--- src/rtl/sram_ctrl_pkg.sv ---
// sram_ctrl_pkg: shared widths and payload types for the SRAM RW port controller
package sram_ctrl_pkg;
  localparam int DATA_W = 32;
  localparam int ADDR_W = 8;
  localparam int NUM_WMASKS = DATA_W / 8;
  localparam int TAG_W = 4;
  localparam int RSP_DEPTH = 4;
  typedef struct packed {
    logic [DATA_W-1:0] rdata;
    logic [TAG_W-1:0]  tag;
  } rsp_t;
  typedef struct packed {
    logic                  we;
    logic [ADDR_W-1:0]     addr;
    logic [DATA_W-1:0]     wdata;
    logic [NUM_WMASKS-1:0] be;
    logic [TAG_W-1:0]      tag;
  } req_t;
endpackage

--- src/rtl/sram_rw_port_ctrl_if.sv ---
// sram_rw_port_ctrl_if: request/response handshake bundle for the SRAM RW port
interface sram_rw_port_ctrl_if;
  import sram_ctrl_pkg::*;
  logic                  req_valid;
  logic                  req_ready;
  logic                  req_we;
  logic [ADDR_W-1:0]     req_addr;
  logic [DATA_W-1:0]     req_wdata;
  logic [NUM_WMASKS-1:0] req_be;
  logic [TAG_W-1:0]      req_tag;
  logic                  rsp_valid;
  logic                  rsp_ready;
  logic [DATA_W-1:0]     rsp_rdata;
  logic [TAG_W-1:0]      rsp_tag;
  modport master (
    output req_valid, req_we, req_addr, req_wdata, req_be, req_tag, rsp_ready,
    input  req_ready, rsp_valid, rsp_rdata, rsp_tag
  );
  modport slave (
    input  req_valid, req_we, req_addr, req_wdata, req_be, req_tag, rsp_ready,
    output req_ready, rsp_valid, rsp_rdata, rsp_tag
  );
endinterface

--- src/rtl/sram_rsp_fifo.sv ---
// sram_rsp_fifo: ordered read-response FIFO with occupancy count
module sram_rsp_fifo
  import sram_ctrl_pkg::*;
#(
  parameter int DEPTH = 4,
  localparam int AW = $clog2(DEPTH)
) (
  input  logic        clk,
  input  logic        rst_n,
  input  logic        push,
  input  rsp_t        push_data,
  output logic        pop_valid,
  input  logic        pop_ready,
  output rsp_t        pop_data,
  output logic [AW:0] count
);
  rsp_t mem [DEPTH];
  logic [AW-1:0] wr_ptr, rd_ptr;
  logic pop;
  assign pop_valid = count != '0;
  assign pop = pop_valid & pop_ready;
  assign pop_data = mem[rd_ptr];
  always_ff @(posedge clk or negedge rst_n)
    if (!rst_n) begin
      wr_ptr <= '0;
      rd_ptr <= '0;
      count  <= '0;
    end else begin
      wr_ptr <= wr_ptr + AW'(push);
      rd_ptr <= rd_ptr + AW'(pop);
      count  <= count + (AW+1)'(push) - (AW+1)'(pop);
    end
  always_ff @(posedge clk)
    if (push) mem[wr_ptr] <= push_data;
endmodule

--- src/rtl/sram_rw_port_ctrl.sv ---
// sram_rw_port_ctrl: drives SRAM port 0 from a req handshake, queues read data as tagged responses
module sram_rw_port_ctrl
  import sram_ctrl_pkg::*;
#(
  parameter int DEPTH = RSP_DEPTH
) (
  input  logic                  clk,
  input  logic                  rst_n,
  sram_rw_port_ctrl_if.slave    bus,
  output logic                  sram_csb0,
  output logic                  sram_web0,
  output logic [NUM_WMASKS-1:0] sram_wmask0,
  output logic [ADDR_W-1:0]     sram_addr0,
  output logic [DATA_W-1:0]     sram_din0,
  input  logic [DATA_W-1:0]     sram_dout0
);
  localparam int CW = $clog2(DEPTH) + 1;
  req_t req;
  rsp_t push_data, pop_data;
  logic s1, fire;
  logic [TAG_W-1:0] s1_tag;
  logic [CW-1:0] count;
  assign req = {bus.req_we, bus.req_addr, bus.req_wdata, bus.req_be, bus.req_tag};
  // a read needs a free FIFO slot counting the one already in flight; same-cycle pops are ignored
  assign bus.req_ready = rst_n & (req.we | (({1'b0, count} + (CW+1)'(s1)) < (CW+1)'(DEPTH)));
  assign fire = bus.req_valid & bus.req_ready;
  assign sram_csb0 = !fire;
  assign sram_web0 = !req.we;
  assign sram_wmask0 = req.be;
  assign sram_addr0 = req.addr;
  assign sram_din0 = req.wdata;
  always_ff @(posedge clk or negedge rst_n)
    if (!rst_n) begin
      s1     <= 1'b0;
      s1_tag <= '0;
    end else begin
      s1     <= fire & !req.we;
      s1_tag <= req.tag;
    end
  assign push_data = '{rdata: sram_dout0, tag: s1_tag};
  sram_rsp_fifo #(.DEPTH(DEPTH)) u_fifo (
    .clk      (clk),
    .rst_n    (rst_n),
    .push     (s1),
    .push_data(push_data),
    .pop_valid(bus.rsp_valid),
    .pop_ready(bus.rsp_ready),
    .pop_data (pop_data),
    .count    (count)
  );
  assign bus.rsp_rdata = pop_data.rdata;
  assign bus.rsp_tag = pop_data.tag;
endmodule

--- src/flat_wrapper.sv ---
// flat-port wrapper written by rule: the top's interface ports become plain ports
module sram_rw_port_ctrl_flat import sram_ctrl_pkg::*;
#(
  parameter int DEPTH = RSP_DEPTH
)
  (clk, rst_n, sram_csb0, sram_web0, sram_wmask0, sram_addr0, sram_din0, sram_dout0, bus_req_valid, bus_req_we, bus_req_addr, bus_req_wdata, bus_req_be, bus_req_tag, bus_rsp_ready, bus_req_ready, bus_rsp_valid, bus_rsp_rdata, bus_rsp_tag);
  sram_rw_port_ctrl_if bus_i ();
  input  logic clk;
  input  logic rst_n;
  output logic sram_csb0;
  output logic sram_web0;
  output logic [NUM_WMASKS-1:0] sram_wmask0;
  output logic [ADDR_W-1:0] sram_addr0;
  output logic [DATA_W-1:0] sram_din0;
  input  logic [DATA_W-1:0] sram_dout0;
  input wire logic [$bits(bus_i.req_valid)-1:0] bus_req_valid;
  input wire logic [$bits(bus_i.req_we)-1:0] bus_req_we;
  input wire logic [$bits(bus_i.req_addr)-1:0] bus_req_addr;
  input wire logic [$bits(bus_i.req_wdata)-1:0] bus_req_wdata;
  input wire logic [$bits(bus_i.req_be)-1:0] bus_req_be;
  input wire logic [$bits(bus_i.req_tag)-1:0] bus_req_tag;
  input wire logic [$bits(bus_i.rsp_ready)-1:0] bus_rsp_ready;
  output wire logic [$bits(bus_i.req_ready)-1:0] bus_req_ready;
  output wire logic [$bits(bus_i.rsp_valid)-1:0] bus_rsp_valid;
  output wire logic [$bits(bus_i.rsp_rdata)-1:0] bus_rsp_rdata;
  output wire logic [$bits(bus_i.rsp_tag)-1:0] bus_rsp_tag;
  assign bus_i.req_valid = bus_req_valid;
  assign bus_i.req_we = bus_req_we;
  assign bus_i.req_addr = bus_req_addr;
  assign bus_i.req_wdata = bus_req_wdata;
  assign bus_i.req_be = bus_req_be;
  assign bus_i.req_tag = bus_req_tag;
  assign bus_i.rsp_ready = bus_rsp_ready;
  assign bus_req_ready = bus_i.req_ready;
  assign bus_rsp_valid = bus_i.rsp_valid;
  assign bus_rsp_rdata = bus_i.rsp_rdata;
  assign bus_rsp_tag = bus_i.rsp_tag;
  sram_rw_port_ctrl #(.DEPTH(DEPTH)) u_core (.clk(clk), .rst_n(rst_n), .bus(bus_i), .sram_csb0(sram_csb0), .sram_web0(sram_web0), .sram_wmask0(sram_wmask0), .sram_addr0(sram_addr0), .sram_din0(sram_din0), .sram_dout0(sram_dout0));
endmodule
--- config.mk ---
export PLATFORM = sky130hd
export DESIGN_NAME = sram_rw_port_ctrl_flat
export DESIGN_NICKNAME = d
export VERILOG_FILES = /design/src/rtl/sram_ctrl_pkg.sv /design/src/rtl/sram_rw_port_ctrl_if.sv /design/src/rtl/sram_rsp_fifo.sv /design/src/rtl/sram_rw_port_ctrl.sv /design/src/flat_wrapper.sv
export SDC_FILE = /design/constraint.sdc
export NUM_CORES = 1
export LEC_CHECK = 0
export ABC_CLOCK_PERIOD_IN_PS = 8900
export BUFFER_PORTS_ARGS = -buffer_cell sky130_fd_sc_hd__buf_2
export CORE_MARGIN = 10
export CORE_UTILIZATION = 50
export CTS_CLUSTER_DIAMETER = 200
export DETAILED_ROUTE_END_ITERATION = 7
export PLACE_DENSITY = 0.81
export SLEW_MARGIN = 20
export SYNTH_ARGS = -nofsm -noshare
export SYNTH_HDL_FRONTEND = slang
export SYNTH_SLANG_ARGS = --single-unit
--- constraint.sdc ---
create_clock -name clk -period 8.9 [get_ports clk]
set_input_delay 0.89 -clock clk [delete_from_list [all_inputs] [get_ports clk]]
set_output_delay 0.89 -clock clk [all_outputs]
set_load 0.1 [all_outputs]
Word level (Yosys, flattened, before mapping)
Memories as Yosys holds them, arrays and structs flattened.
Index checks and enable logic that the tools add are counted.

cells by class
  add/subtract/negate cells = 5
  magnitude comparators = 1
  mux-type cells = 2
  bitwise gates (word level) = 5
  reductions and logical operators = 3

operators by type and width
  operator            count
  $add 2x1->2         2
  $add 3x1->4         1
  $and 1x1->1         4
  $lt 4x3->1 const B  1
  $add 3x1->3         1
  $reduce_bool 3->1   1
  $sub 3x1->3         1
  $logic_not 1->1     2
  $mux 1              2
  $or 1x1->1          1

word-level totals
  register bits = 12
  memory bits (writable) = 144
  input bits = 85
  output and inout port bits = 84
  word-level logic and storage cells = 22
  memories kept = 1

memories
  memory             words  width  rd ports  clocked after memory_dff  wr ports  line                 text
  u_core.u_fifo.mem  4      36     1         0                         1         sram_rsp_fifo.sv:17  rsp_t mem [DEPTH];

Logic depth before layout (Yosys ltp)
  word-level depth = 6
  depth in mapped cells = 7
  gate-level depth less buffers = 7

By module
From an unflattened synthesis, not the netlist that was laid out.

unflattened totals
  cell total of the unflattened synthesis = 269
  area total of the unflattened synthesis = 6045.8 um^2

by module, submodules not included
  module             times used  cells each  area an instance (um^2)  sequential area each (um^2)
  sram_rsp_fifo      1           215         5550.3                   4499.3
  sram_rw_port_ctrl  1           54          495.5                    125.1

Worst setup path after synthesis
Ideal clock, no wire load.

  path kind = register -> register
  from = register u_core.s1
  to = memory u_core.u_fifo.mem[0][0] in the netlist's numbering, enable pin
  library setup time = 0.482 ns
  arrival = 3.153 ns
  required time = 8.418 ns
  slack = 5.266 ns
  cell stages (with the launch flop) = 2
  path buffers = 0
  period minus slack after synthesis = 3.634 ns
  cell sequence = dfrtp_1 > nor3b_1

on the way
  cells in the longest elaborated chain, start to end = 2

RTL lines
  what                          line                     text
  start, declared               sram_rw_port_ctrl.sv:20  logic s1, fire;
  start signal, assigned        sram_rw_port_ctrl.sv:37  s1 <= fire & !req.we;
  $mux 1                        sram_rsp_fifo.sv:34      if (push) mem[wr_ptr] <= push_data;
  $mux 1 (not written as such)  sram_rsp_fifo.sv:34
  end, declared                 sram_rsp_fifo.sv:17

Every way passes these cells.

Worst setup path in the final report
  from = register u_core.u_fifo.rd_ptr[0]
  to = output bus_rsp_rdata[22]

on the way
  cells in the longest elaborated chain, start to end = 1

RTL lines
  what                    line                 text
  start, declared         sram_rsp_fifo.sv:18  logic [AW-1:0] wr_ptr, rd_ptr;
  start signal, assigned  sram_rsp_fifo.sv:30  rd_ptr <= rd_ptr + AW'(pop);
  $mem_v2 4x36            --
  end, declared           flat_wrapper.sv:25   output wire logic [$bits(bus_i.rsp_rdata)-1:0] bus_rsp_rdata;

Every way passes these cells.

==> flow_summary.toml <==
[status]
status = "completed"

[global_routing]
gr-total-overflow = 0
grt_max_degree = 39
grt_pass1_vias = 2823
track_usage = 0.129
antenna_found_initial = 1
grt_pass1_wl_mm = 15.9

[route]
postRouteWirelength_mm = 10.2
routed_via_density = 5.34
dr.pass1.iters = 4
vias = 2591
drt-initial-drc-count = 147
avgRoutedWirePerCell_um = 21.0
drc = 0
drtAntennaViolNets = 0

[sta]
slew_viol_final = 0
grt_setup_unrepaired = "false"
slew_headroom = 0.343
final-hold-violation-count = 0
worst_pin_slew_ns = 0.986
max_freq_mhz = 315
min_period_ns = 3.17
fin_skew_ns = 0.00944
finalCritPeriodShare = 0.357
whs_ns = 0.356
finalSetupViolations = 0
setup_tns_ns = 0

[die]
rows = 40
die_area_sq_um = 17000
fp.coreArea_sq_um = 12000
start_util = 0.508
die_y_um = 130
dieWidth_um = 130
pin_count = 169

[clocking]
numCtsBuffers = 17
clk_latency_ns = 0.42
cts_tree = "built"
clk_path_buf_depth = 2
htreeDepth = 4
path_clk_slew_ns = 0.06
cts_resized = 0
root_buffer = "clkbuf_16"
holdBufCountCts = 0
post_cts_buffers = 0
cts_num_sinks = 156

[place]
gp_congestion = 0.664
post-place-cells = 452
port_buffers = 80
dpl.hpwl_mm = 6.04

[synthesis]
synth_top_area_cell = "edfxtp_1"
syn_area_per_cell_sq_um = 22.2
yosysTopAreaCellShare = 0.712
yosys_warnings = 0
synth_seq_cells = 156
seq_area_frac_synth = 0.761
syn_area_sq_um = 6070
synth.distinct_cells = 26
synth_nets = 363
synthCells = 274
synthTopCellsByArea = "edfxtp_1 (71%), mux4_2 (13%), buf_4 (5.6%), dfrtp_1 (4.9%), buf_12 (0.66%)"

[critical_path]
crit_fanout = 38
cp-end-kind = "output port"
worstPathArrival_ns = 2.28
cpMaxStageDelayCell = "mux4_2"
cp_top_family = "buffers and inverters"
regToRegSetupSlack_ns = 6.85
criticalPathCategory = "reg2out"
crit_chain = "buf_4 > mux4_2 > buf_2"
cp_num_buf_inv = 2
critPathRequiredTime_ns = 8.01
cpPeakStageDelay_ns = 0.62
startpoint_type = "register"

[final_layout]
layout-drive-gt1-share = 0.439
nets = 413
area_delta_synth_final_pct = 12.1
fillerInstances = 866
multiInputGateArea_sq_um = 1040
instances_no_fill = 485
layout.area.seq_sq_um = 4630

[worst_hold_path]
min_path_type = "in2async"

[flow_run]
drv_cap = 0
==> registers in the layout (all words and copies together) (netlist names) <==
signal	cells
u_core.u_fifo.mem	144
u_core.u_fifo.count	3
u_core.u_fifo.rd_ptr	2
u_core.s1_tag	4
u_core.s1	1
u_core.u_fifo.wr_ptr	2
==> worst reg2reg max path, stage by stage (launching register included) <==
cell	delay (ns)
dfrtp_1	0.44
or3_1	0.44
nand2_1	0.16
xnor2_1	0.13
ha_1	0.16
inv_1	0.05
fa_1	0.39
xor2_1	0.17
==> per-stage QoR <==
stage	setup WS [ns]	util	instance area, sq um
CTS	5.63	0.569	6810
finish	5.73	0.569	6810
global placement	6.10	0.526	6290
floorplan	5.27	-	6070
global route	5.54	0.569	6810
detailed placement	6.09	0.526	6290
==> per-layer routing <==
layer,up-vias,track usage,routed length (um)
li1,1164,-,-
met1,1328,0.149,4200
met2,77,0.201,5010
met3,22,0.0657,815
met4,0,0.0522,165
met5,-,0,0
==> placed cells by master (no fill, tap or decap) <==
cell type	count
fa_1	1
nand2_1	3
nor3b_2	1
or2_1	1
bufinv_16	1
nor2_1	1
a21oi_1	1
a2111oi_2	1
edfxtp_1	144
ha_1	3
xnor2_1	3
buf_4	3
and4b_4	1
dfrtp_2	2
nor2_4	1
clkinv_1	8
and3_2	1
clkbuf_16	17
clkinvlp_4	2
inv_1	3
and3b_2	1
nor2b_1	1
xor2_1	2
clkbuf_1	3
clkinv_2	1
a211oi_1	1
nor3_1	2
buf_2	80
mux4_2	36
nand3_1	1
diode_2	1
dfrtp_1	10
or3_1	1
==> final cells by class <==
cell class / count / area share
Clock inverter: 12 / 0.0118
Timing Repair Buffer: 83 / 0.0621
Antenna cell: 1 / 0.000368
Sequential cell: 156 / 0.680
Multi-Input combinational cell: 63 / 0.153
Inverter: 3 / 0.00165
Tap cell: 147 / 0.0270
Clock buffer: 20 / 0.0641
==> synth_stat cells <==
master	n
and3_1	1
edfxtp_1	144
nor3b_1	1
ha_1	3
nand2_1	3
inv_1	3
buf_6	1
buf_12	2
mux4_2	36
and3b_1	1
nand3_1	1
xnor2_1	3
a21oi_1	1
and4b_4	1
xor2_1	2
a211oi_1	1
buf_4	45
nor3_1	2
nor2b_1	1
dfrtp_1	12
or2_1	1
a2111oi_2	1
fa_1	1
nor2_1	2
buf_2	4
or3_1	1
==> kinds of logic (layout without fill, tap and decap cells) <==
family | Yosys count | in the layout | share of synthesized area
AO/OA/AOI/OAI | 3 | 3 | 0.00453
XOR/XNOR | 5 | 5 | 0.00721
adder cells (fa/ha/maj) | 4 | 4 | 0.00948
buffers and inverters | 55 | 118 | 0.0692
flip-flops | 156 | 156 | 0.761
multiplexers | 36 | 36 | 0.133
other | 0 | 1 | 0
AND/OR/NAND/NOR | 15 | 15 | 0.0146
==> worst paths after layout <==
check,depth (start not counted),to,start
min in group clk,0,u_core.u_fifo.mem[2][2],u_core.s1_tag[2]
worst min-delay path,1,u_core.u_fifo.rd_ptr[1],rst_n
max in group asynchronous,1,u_core.u_fifo.rd_ptr[0],rst_n
worst max-delay path,3,bus_rsp_rdata[22],u_core.u_fifo.rd_ptr[0]
worst min register to register,0,u_core.u_fifo.mem[2][2],u_core.s1_tag[2]
worst max register to register,7,u_core.u_fifo.count[2],u_core.u_fifo.count[1]
Power is not shown: default switching activity piles up to over one toggle a cycle in this logic, so the estimate is an artifact.
